==> config.mk <==
export PLATFORM = sky130hd
export DESIGN_NAME = hsv_to_rgb_pipe
export DESIGN_NICKNAME = d
export VERILOG_FILES = /design/src/rtl/hsv_pkg.sv /design/src/rtl/hsv_div255.sv /design/src/rtl/hsv_to_rgb_pipe.sv
export SDC_FILE = /design/constraint.sdc
export NUM_CORES = 1
export LEC_CHECK = 0
export CORE_ASPECT_RATIO = 1.4
export CORE_MARGIN = 1
export CORE_UTILIZATION = 50
export CTS_CLUSTER_SIZE = 20
export DETAILED_ROUTE_END_ITERATION = 16
export DONT_BUFFER_PORTS = 1
export PLACE_DENSITY = 0.75
export SLEW_MARGIN = 20
export SYNTH_ARGS = -nofsm -noshare
export SYNTH_HDL_FRONTEND = slang
export SYNTH_SLANG_ARGS = --single-unit
==> constraint.sdc <==
create_clock -name clk -period 8.3 [get_ports clk]
set_input_delay 1.66 -clock clk [delete_from_list [all_inputs] [get_ports clk]]
set_output_delay 1.66 -clock clk [all_outputs]
set_load 0.1 [all_outputs]
==> src/rtl/hsv_pkg.sv <==
// Shared HSV colour-space definitions for the pixel pipeline (RGB<->HSV units).
package hsv_pkg;

    localparam int HUE_DEG_MAX = 360;
    localparam int SECTOR_DEG  = 60;

    typedef logic [7:0] chan_t;

    typedef enum logic [2:0] {
        SEC_0 = 3'd0,
        SEC_1 = 3'd1,
        SEC_2 = 3'd2,
        SEC_3 = 3'd3,
        SEC_4 = 3'd4,
        SEC_5 = 3'd5
    } sector_t;

    // Comparator chain instead of a divider; h is expected already wrapped to 0..359.
    function automatic sector_t hue_sector(input logic [8:0] h);
        if (h < 9'(SECTOR_DEG))          return SEC_0;
        else if (h < 9'(2 * SECTOR_DEG)) return SEC_1;
        else if (h < 9'(3 * SECTOR_DEG)) return SEC_2;
        else if (h < 9'(4 * SECTOR_DEG)) return SEC_3;
        else if (h < 9'(5 * SECTOR_DEG)) return SEC_4;
        else                             return SEC_5;
    endfunction

    function automatic logic [8:0] sector_base(input sector_t sec);
        case (sec)
            SEC_0:   return 9'd0;
            SEC_1:   return 9'(SECTOR_DEG);
            SEC_2:   return 9'(2 * SECTOR_DEG);
            SEC_3:   return 9'(3 * SECTOR_DEG);
            SEC_4:   return 9'(4 * SECTOR_DEG);
            SEC_5:   return 9'(5 * SECTOR_DEG);
            default: return 9'd0;
        endcase
    endfunction

endpackage

==> src/rtl/hsv_div255.sv <==
// Combinational rounded divide-by-255; exact for x <= 65025, so the result always fits 8 bits.
module hsv_div255 (
    input  logic [15:0] x,
    output logic [7:0]  y
);

    logic [16:0] sum1;

    assign sum1 = {1'b0, x} + 17'd128;
    assign y    = 8'((sum1 + (sum1 >> 8)) >> 8);

endmodule

==> src/rtl/hsv_to_rgb_pipe.sv <==
// 4-stage valid/ready HSV-to-RGB converter with a global stall.
// Optional sideband pass-through is enabled with HSV2RGB_SIDEBAND_EN.
module hsv_to_rgb_pipe #(
    parameter int USER_W = 2
) (
    input  logic              clk,
    input  logic              rst_n,
    input  logic              in_valid,
    output logic              in_ready,
    input  logic [8:0]        in_h,
    input  logic [7:0]        in_s,
    input  logic [7:0]        in_v,
`ifdef HSV2RGB_SIDEBAND_EN
    input  logic [USER_W-1:0] in_user,
    output logic [USER_W-1:0] out_user,
`endif
    output logic              out_valid,
    input  logic              out_ready,
    output logic [7:0]        out_r,
    output logic [7:0]        out_g,
    output logic [7:0]        out_b
);

    import hsv_pkg::*;

    logic       adv;
    logic [3:0] vld;

    sector_t    s1_sec, s2_sec, s3_sec;
    chan_t      s1_f8, s1_s, s1_v, s2_s, s2_v, s3_v;
    logic [15:0] s2_ps, s2_pc, s3_vp, s3_vq, s3_vt;

    logic [8:0] h_w;
    sector_t    sec_c;
    logic [5:0] f_c;
    chan_t      f8_c;

    chan_t      d_ps, d_pc, mp, mq, mt;
    chan_t      p, q, t;
    chan_t      r_c, g_c, b_c;

    assign adv       = !out_valid || out_ready;
    assign in_ready  = adv;
    assign out_valid = vld[3];

    // S1: hue wrap and sector/fraction extraction
    always_comb begin
        h_w   = (in_h >= 9'(HUE_DEG_MAX)) ? in_h - 9'(HUE_DEG_MAX) : in_h;
        sec_c = hue_sector(h_w);
        f_c   = 6'(h_w - sector_base(sec_c));
        f8_c  = 8'(({4'd0, f_c} * 10'd17) >> 2);
    end

    hsv_div255 u_div_ps (.x(s2_ps), .y(d_ps));
    hsv_div255 u_div_pc (.x(s2_pc), .y(d_pc));

    assign mp = 8'd255 - s2_s;
    assign mq = 8'd255 - d_ps;
    assign mt = 8'd255 - d_pc;

    hsv_div255 u_div_p (.x(s3_vp), .y(p));
    hsv_div255 u_div_q (.x(s3_vq), .y(q));
    hsv_div255 u_div_t (.x(s3_vt), .y(t));

    always_comb begin
        r_c = s3_v;
        g_c = s3_v;
        b_c = s3_v;
        case (s3_sec)
            SEC_0: begin r_c = s3_v; g_c = t;    b_c = p;    end
            SEC_1: begin r_c = q;    g_c = s3_v; b_c = p;    end
            SEC_2: begin r_c = p;    g_c = s3_v; b_c = t;    end
            SEC_3: begin r_c = p;    g_c = q;    b_c = s3_v; end
            SEC_4: begin r_c = t;    g_c = p;    b_c = s3_v; end
            SEC_5: begin r_c = s3_v; g_c = p;    b_c = q;    end
            default: begin r_c = s3_v; g_c = s3_v; b_c = s3_v; end
        endcase
    end

    always_ff @(posedge clk or negedge rst_n) begin
        if (!rst_n) begin
            vld    <= '0;
            s1_sec <= SEC_0;
            s1_f8  <= '0;
            s1_s   <= '0;
            s1_v   <= '0;
            s2_sec <= SEC_0;
            s2_ps  <= '0;
            s2_pc  <= '0;
            s2_s   <= '0;
            s2_v   <= '0;
            s3_sec <= SEC_0;
            s3_vp  <= '0;
            s3_vq  <= '0;
            s3_vt  <= '0;
            s3_v   <= '0;
            out_r  <= '0;
            out_g  <= '0;
            out_b  <= '0;
        end else if (adv) begin
            vld    <= {vld[2:0], in_valid};
            s1_sec <= sec_c;
            s1_f8  <= f8_c;
            s1_s   <= in_s;
            s1_v   <= in_v;
            s2_sec <= s1_sec;
            s2_ps  <= {8'd0, s1_s} * {8'd0, s1_f8};
            s2_pc  <= {8'd0, s1_s} * {8'd0, 8'd255 - s1_f8};
            s2_s   <= s1_s;
            s2_v   <= s1_v;
            s3_sec <= s2_sec;
            s3_vp  <= {8'd0, s2_v} * {8'd0, mp};
            s3_vq  <= {8'd0, s2_v} * {8'd0, mq};
            s3_vt  <= {8'd0, s2_v} * {8'd0, mt};
            s3_v   <= s2_v;
            out_r  <= r_c;
            out_g  <= g_c;
            out_b  <= b_c;
        end
    end

`ifdef HSV2RGB_SIDEBAND_EN
    logic [USER_W-1:0] u1, u2, u3;

    always_ff @(posedge clk or negedge rst_n) begin
        if (!rst_n) begin
            u1       <= '0;
            u2       <= '0;
            u3       <= '0;
            out_user <= '0;
        end else if (adv) begin
            u1       <= in_user;
            u2       <= u1;
            u3       <= u2;
            out_user <= u3;
        end
    end
`endif

endmodule

# [Yosys cells after proc, flatten, opt, wreduce, memory -nomap -nowiden]
# Index checks and enable logic that the tools add are counted.
[word_totals] ff_bits=165 inputBits=29 out_inout_bits=26 wordCells=72
[classes] n_addsub=16 mul=6 magnitude_cmp=6 n_eq_ne=10 mux=10 n_reduce_logical=6
[ops] operator="$add A16 B8 Y17 const B" n=5
[ops] operator="$add A16 B9 Y16" n=5
[ops] operator="$mul A8 B8 Y16" n=5
[ops] operator="$pmux W8 S3" n=3
[ops] operator="$sub A8 B8 Y8 const A" n=4
[ops] operator="$pmux W6 S5" n=1
[ops] operator="$lt A9 B8 Y1 const B" n=2
[ops] operator="$eq A3 B2 Y1 const B" n=4
[ops] operator="$eq A3 B3 Y1 const B" n=4
[ops] operator="$mux W3" n=4
[ops] operator="$mul A6 B5 Y10 const B" n=1
[ops] operator="$ge A9 B9 Y1 const B" n=1
[ops] operator="$lt A9 B6 Y1 const B" n=1
[ops] operator="$lt A9 B7 Y1 const B" n=1
[ops] operator="$lt A9 B9 Y1 const B" n=1
[ops] operator="$mux W9" n=1
[ops] operator="$sub A9 B9 Y9 const B" n=1
[ops] operator="$eq A3 B1 Y1 const B" n=2
[ops] operator="$reduce_or A2 Y1" n=3
[ops] operator="$sub A6 B6 Y6" n=1
[ops] operator="$logic_not A3 Y1" n=1
[ops] operator="$logic_not A1 Y1" n=1
[ops] operator="$logic_or A1 B1 Y1" n=1
[ops] operator="$mux W1" n=1

# [Longest topological paths before layout]
[depth] depth_word=12 mapped_depth=29 depth_no_buf=29

# [By module]
# From an unflattened synthesis, not the netlist that was laid out.
[unflattened] cells_unflattened=2377 area_unflattened_um2=20738.6
[modules_own_cells] mod="hsv_to_rgb_pipe" n_inst=1 cells_per_inst=2037 area_each_um2=17910.9 seq_area_each_um2=4129.0
[modules_own_cells] mod="hsv_div255" n_inst=5 cells_per_inst=68 area_each_um2=565.5 seq_area_each_um2=0.0

# [Least setup slack after synthesis]
# Ideal clock, no wire load.
[synth_timing] kind="register to register" start="reg s2_ps[9]" end="reg s3_vq[15]" setup_ps=137 t_arrival_ps=6524 setup_slack_ps=1639 stages_incl_launch_ff=27 cell_sequence="dfrtp_1 nand3_1 nor2_1 xor2_1 ha_1 a21o_1 a21oi_1 a221oi_2 o41ai_4 a211oi_4 xor2_2 nand2b_1 fa_1 fa_1 inv_1 fa_1 inv_1 fa_1 inv_1 ha_1 o21a_1 o31a_1 o211ai_1 a21oi_1 o31ai_1 xnor2_1 a21oi_1"
[synth_between] elab_chain_len=4
[synth_lines] element="start, declared" line="hsv_to_rgb_pipe.sv:31" text="logic [15:0] s2_ps, s2_pc, s3_vp, s3_vq, s3_vt;"
[synth_lines] element="start signal, assigned" line="hsv_to_rgb_pipe.sv:107" text="s2_ps <= {8'd0, s1_s} * {8'd0, s1_f8};"
[synth_lines] element="$add A16 B8 Y17" line="hsv_div255.sv:9" text="assign sum1 = {1'b0, x} + 17'd128;"
[synth_lines] element="$add A16 B9 Y16" line="hsv_div255.sv:10" text="assign y = 8'((sum1 + (sum1 >> 8)) >> 8);"
[synth_lines] element="$sub A8 B8 Y8" line="hsv_to_rgb_pipe.sv:58" text="assign mq = 8'd255 - d_ps;"
[synth_lines] element="$mul A8 B8 Y16" line="hsv_to_rgb_pipe.sv:113" text="s3_vq <= {8'd0, s2_v} * {8'd0, mq};"
[synth_lines] element="end signal, assigned" line="hsv_to_rgb_pipe.sv:113"
[synth_lines] element="end, declared" line="hsv_to_rgb_pipe.sv:31"
# No other way between the ends.
# A chain may end at the register's enable or synchronous reset.

# [Worst setup path in the final report]
# Ends and elaborated chain as after synthesis.

==> metrics <==
CTS tree done; Root Driver clkbuf_16; R2R depth 26; commonest non-fill, non-tap cell in the layout nand2_1; I/O Buffers 0; Yosys top cell by area dfrtp_1; RSZ-0062 raised after global routing false; clock latency on the worst-skew pair 0.46 ns; Clock Pin Slew Worst Setup and Hold Paths 0.07 ns; Post-synth top flop dfrtp_1; worst slack at placement 0.911 ns; Detailed Routing Iterations Pass 1 7; Worst Setup EP s3_vq[15]; vias in the first global route 17100; footprint of the multi-input gates 15000 sq um; status finished clean; # fillers 3729; r2r endpoint s3_vq[15]; register area 4130 sq um; skew final between 0.009 and 0.01 ns; Via density 5.68; first-pass GRT wire length 83800 microns; Hold Slack 0.458 ns; Setup Crit Path Kind register to register; Clock Sinks 165; CP Data Arrival Time 7.72 ns; drt drc 0; CTS Buffer Depth 2; setup TNS 0 ns; Min-Delay Path Class register to register; M1 wire length 19800 microns; post-DR wirelength/cell approximately 17 microns; largest net degree at the start of global routing 166; Yosys top cell area share 20.1%; Critical Path RT 8.60 ns; initial DRC count 1174; final WL 50000 microns; post-CTS setup repair buffer count 0; ys async rst share 100%; CP Max Fanout 8; Met2 Wirelength around 26000 microns; syn_area_per_cell approximately 8.5 sq um; synth unique cells 80; Die ar. 41900 sq um; Inserted Diodes 0; CTS Hold Bufs 0; dpl hpwl 38700 microns; antenna-violating nets left 0; startpoint types register; Initial Util roughly 51%; crit share post-route about nine tenths; GP Congestion 1.03; max_slew headroom 29.6%; grt total ovfl 0; Global Route Usage Sum 24.6%; uppermost routed layer met4; Final Hold Viols 0; Die W 173 microns; min Tclk post-route 7.42 ns; synth-to-layout area growth 5.18%; Max Fclk 135 MHz; Final setup viols 0; post-CTS sizing 0; pins over their slew limit 0; cts bufs inserted 17; Row Count 87; Post-synth EDFFs 0; YS warnings 0; IO Count 55; Worst Tran Pin Value about 1.1 ns; H-tree depth 4; final worst slack roughly 0.88 ns; crit end category register; Nets 2798; reg-to-reg slack, setup about 0.9 ns; Syn Nets about 2900; Reg-to-Reg Start s2_ps[9]; cells after synthesis 2416; Routed met3 length 1410 microns; largest cells by area after synthesis dfrtp_1 20%, fa_1 18%, ha_1 14%; initial antenna violation count 0; max_cap viols 0; sequential cell area fraction in the yosys report 20.1%; core area 40400 sq um; DIE HEIGHT 242 microns; Netlist Area Pre-Place roughly 21000 sq um; most frequent cells in the layout 321 x nand2_1, 283 x inv_1, 232 x ha_1; layout cells sized above 1 3.00%; routed via count roughly 16000; crit path launch s2_ps[9]; Seq cells post-synth ~170
synthesized netlist by cell type (all sizes together), types with 5 or more instances:
cell     number
xor2         51
a31oi        12
o21ai        72
dfrtp       165
mux2          5
xnor2        62
o31a          6
a221oi        6
nand4        17
o41a          6
nand3        57
nor3         44
nor4         12
a22o          5
nor2b       153
and4          7
and3          5
fa          182
o21bai        6
and2         77
o22ai         6
nand2b       87
inv         283
a211oi       12
nand2       321
clkbuf       84
o31ai        25
o2111ai       5
or3          20
o21a         14
nand3b        5
a21oi       130
o211ai       21
mux2i         6
a21o         12
nor2        138
ha          232
critical path, stage by stage, from the launching register on:
cell	delay, ns
dfrtp_1	0.43
nand3_1	0.21
nor2_1	0.17
xor2_1	0.46
ha_1	0.35
a21o_1	0.16
a21oi_1	0.23
a221oi_2	0.13
o41ai_4	0.66
a211oi_2	0.18
xor2_2	0.33
nand2b_1	0.20
fa_1	0.48
fa_1	0.56
inv_1	0.06
fa_1	0.53
inv_1	0.06
fa_1	0.53
inv_1	0.05
ha_1	0.33
o21a_1	0.13
o31a_1	0.13
o211ai_1	0.23
a21oi_1	0.13
o31ai_1	0.31
xnor2_1	0.15
a21oi_1	0.08
how the worst min path moves through the flow:
stage,startpoint,to,slack (ns),depth (start not counted)
after floorplan,vld[2],vld[2],0.43,2
after global placement,vld[2],vld[2],0.45,2
after detailed placement,vld[2],vld[3],0.45,1
after CTS,vld[2],vld[3],0.46,1
after global routing,s1_v[4],s2_v[4],0.49,2
final,vld[2],vld[3],0.46,1
per-layer routing:
| layer | vias up | GRT usage, % |
|---|---|---|
| met5 | - | 0 |
| met4 | 0 | 13.5 |
| met3 | 145 | 2.75 |
| met2 | 373 | 45.5 |
| met1 | 8101 | 27.4 |
| li1 | 7872 | - |
per-stage QoR:
stage | std cells | area (sq um) | utilization (%)
6_report | 2902 | 21600 | 53.5
5_1_grt | 2902 | 21600 | 53.5
4_1_cts | 2902 | 21600 | 53.5
3_5_place_dp | 2870 | 21000 | 51.9
3_3_place_gp | 2870 | 21000 | 51.9
2_1_floorplan | 2416 | 20500 | -
layout make-up:
class / count / share of cell area [%]
clock buffers: 21 / 2.18
clock inverters: 11 / 0.787
inverters: 285 / 4.99
multi-input cells: 1878 / 69.5
flip-flops and latches: 165 / 19.1
well taps: 534 / 3.09
repair buffers: 8 / 0.336
registers in the layout (all words and copies together), names as in the netlist, 8 cells and up:
name	flops
out_r	8
s1_f8	8
s3_vq	16
s2_ps	16
s3_vp	16
out_g	8
s2_pc	16
s3_v	8
s3_vt	16
s2_v	8
s2_s	8
s1_v	8
out_b	8
s1_s	8
cells by family after synthesis:
| group | synth area share (%) |
|---|---|
| xor+xnor | 5.07 |
| flops | 20.1 |
| mux | 0.566 |
| buf+inv | 6.83 |
| compound gates | 12.4 |
| simple gates | 23.2 |
| fa+ha+maj | 31.9 |
Power is left out: the tool's default activity adds up to more than one toggle a clock period on the data nets, which glitch-free logic cannot reach.
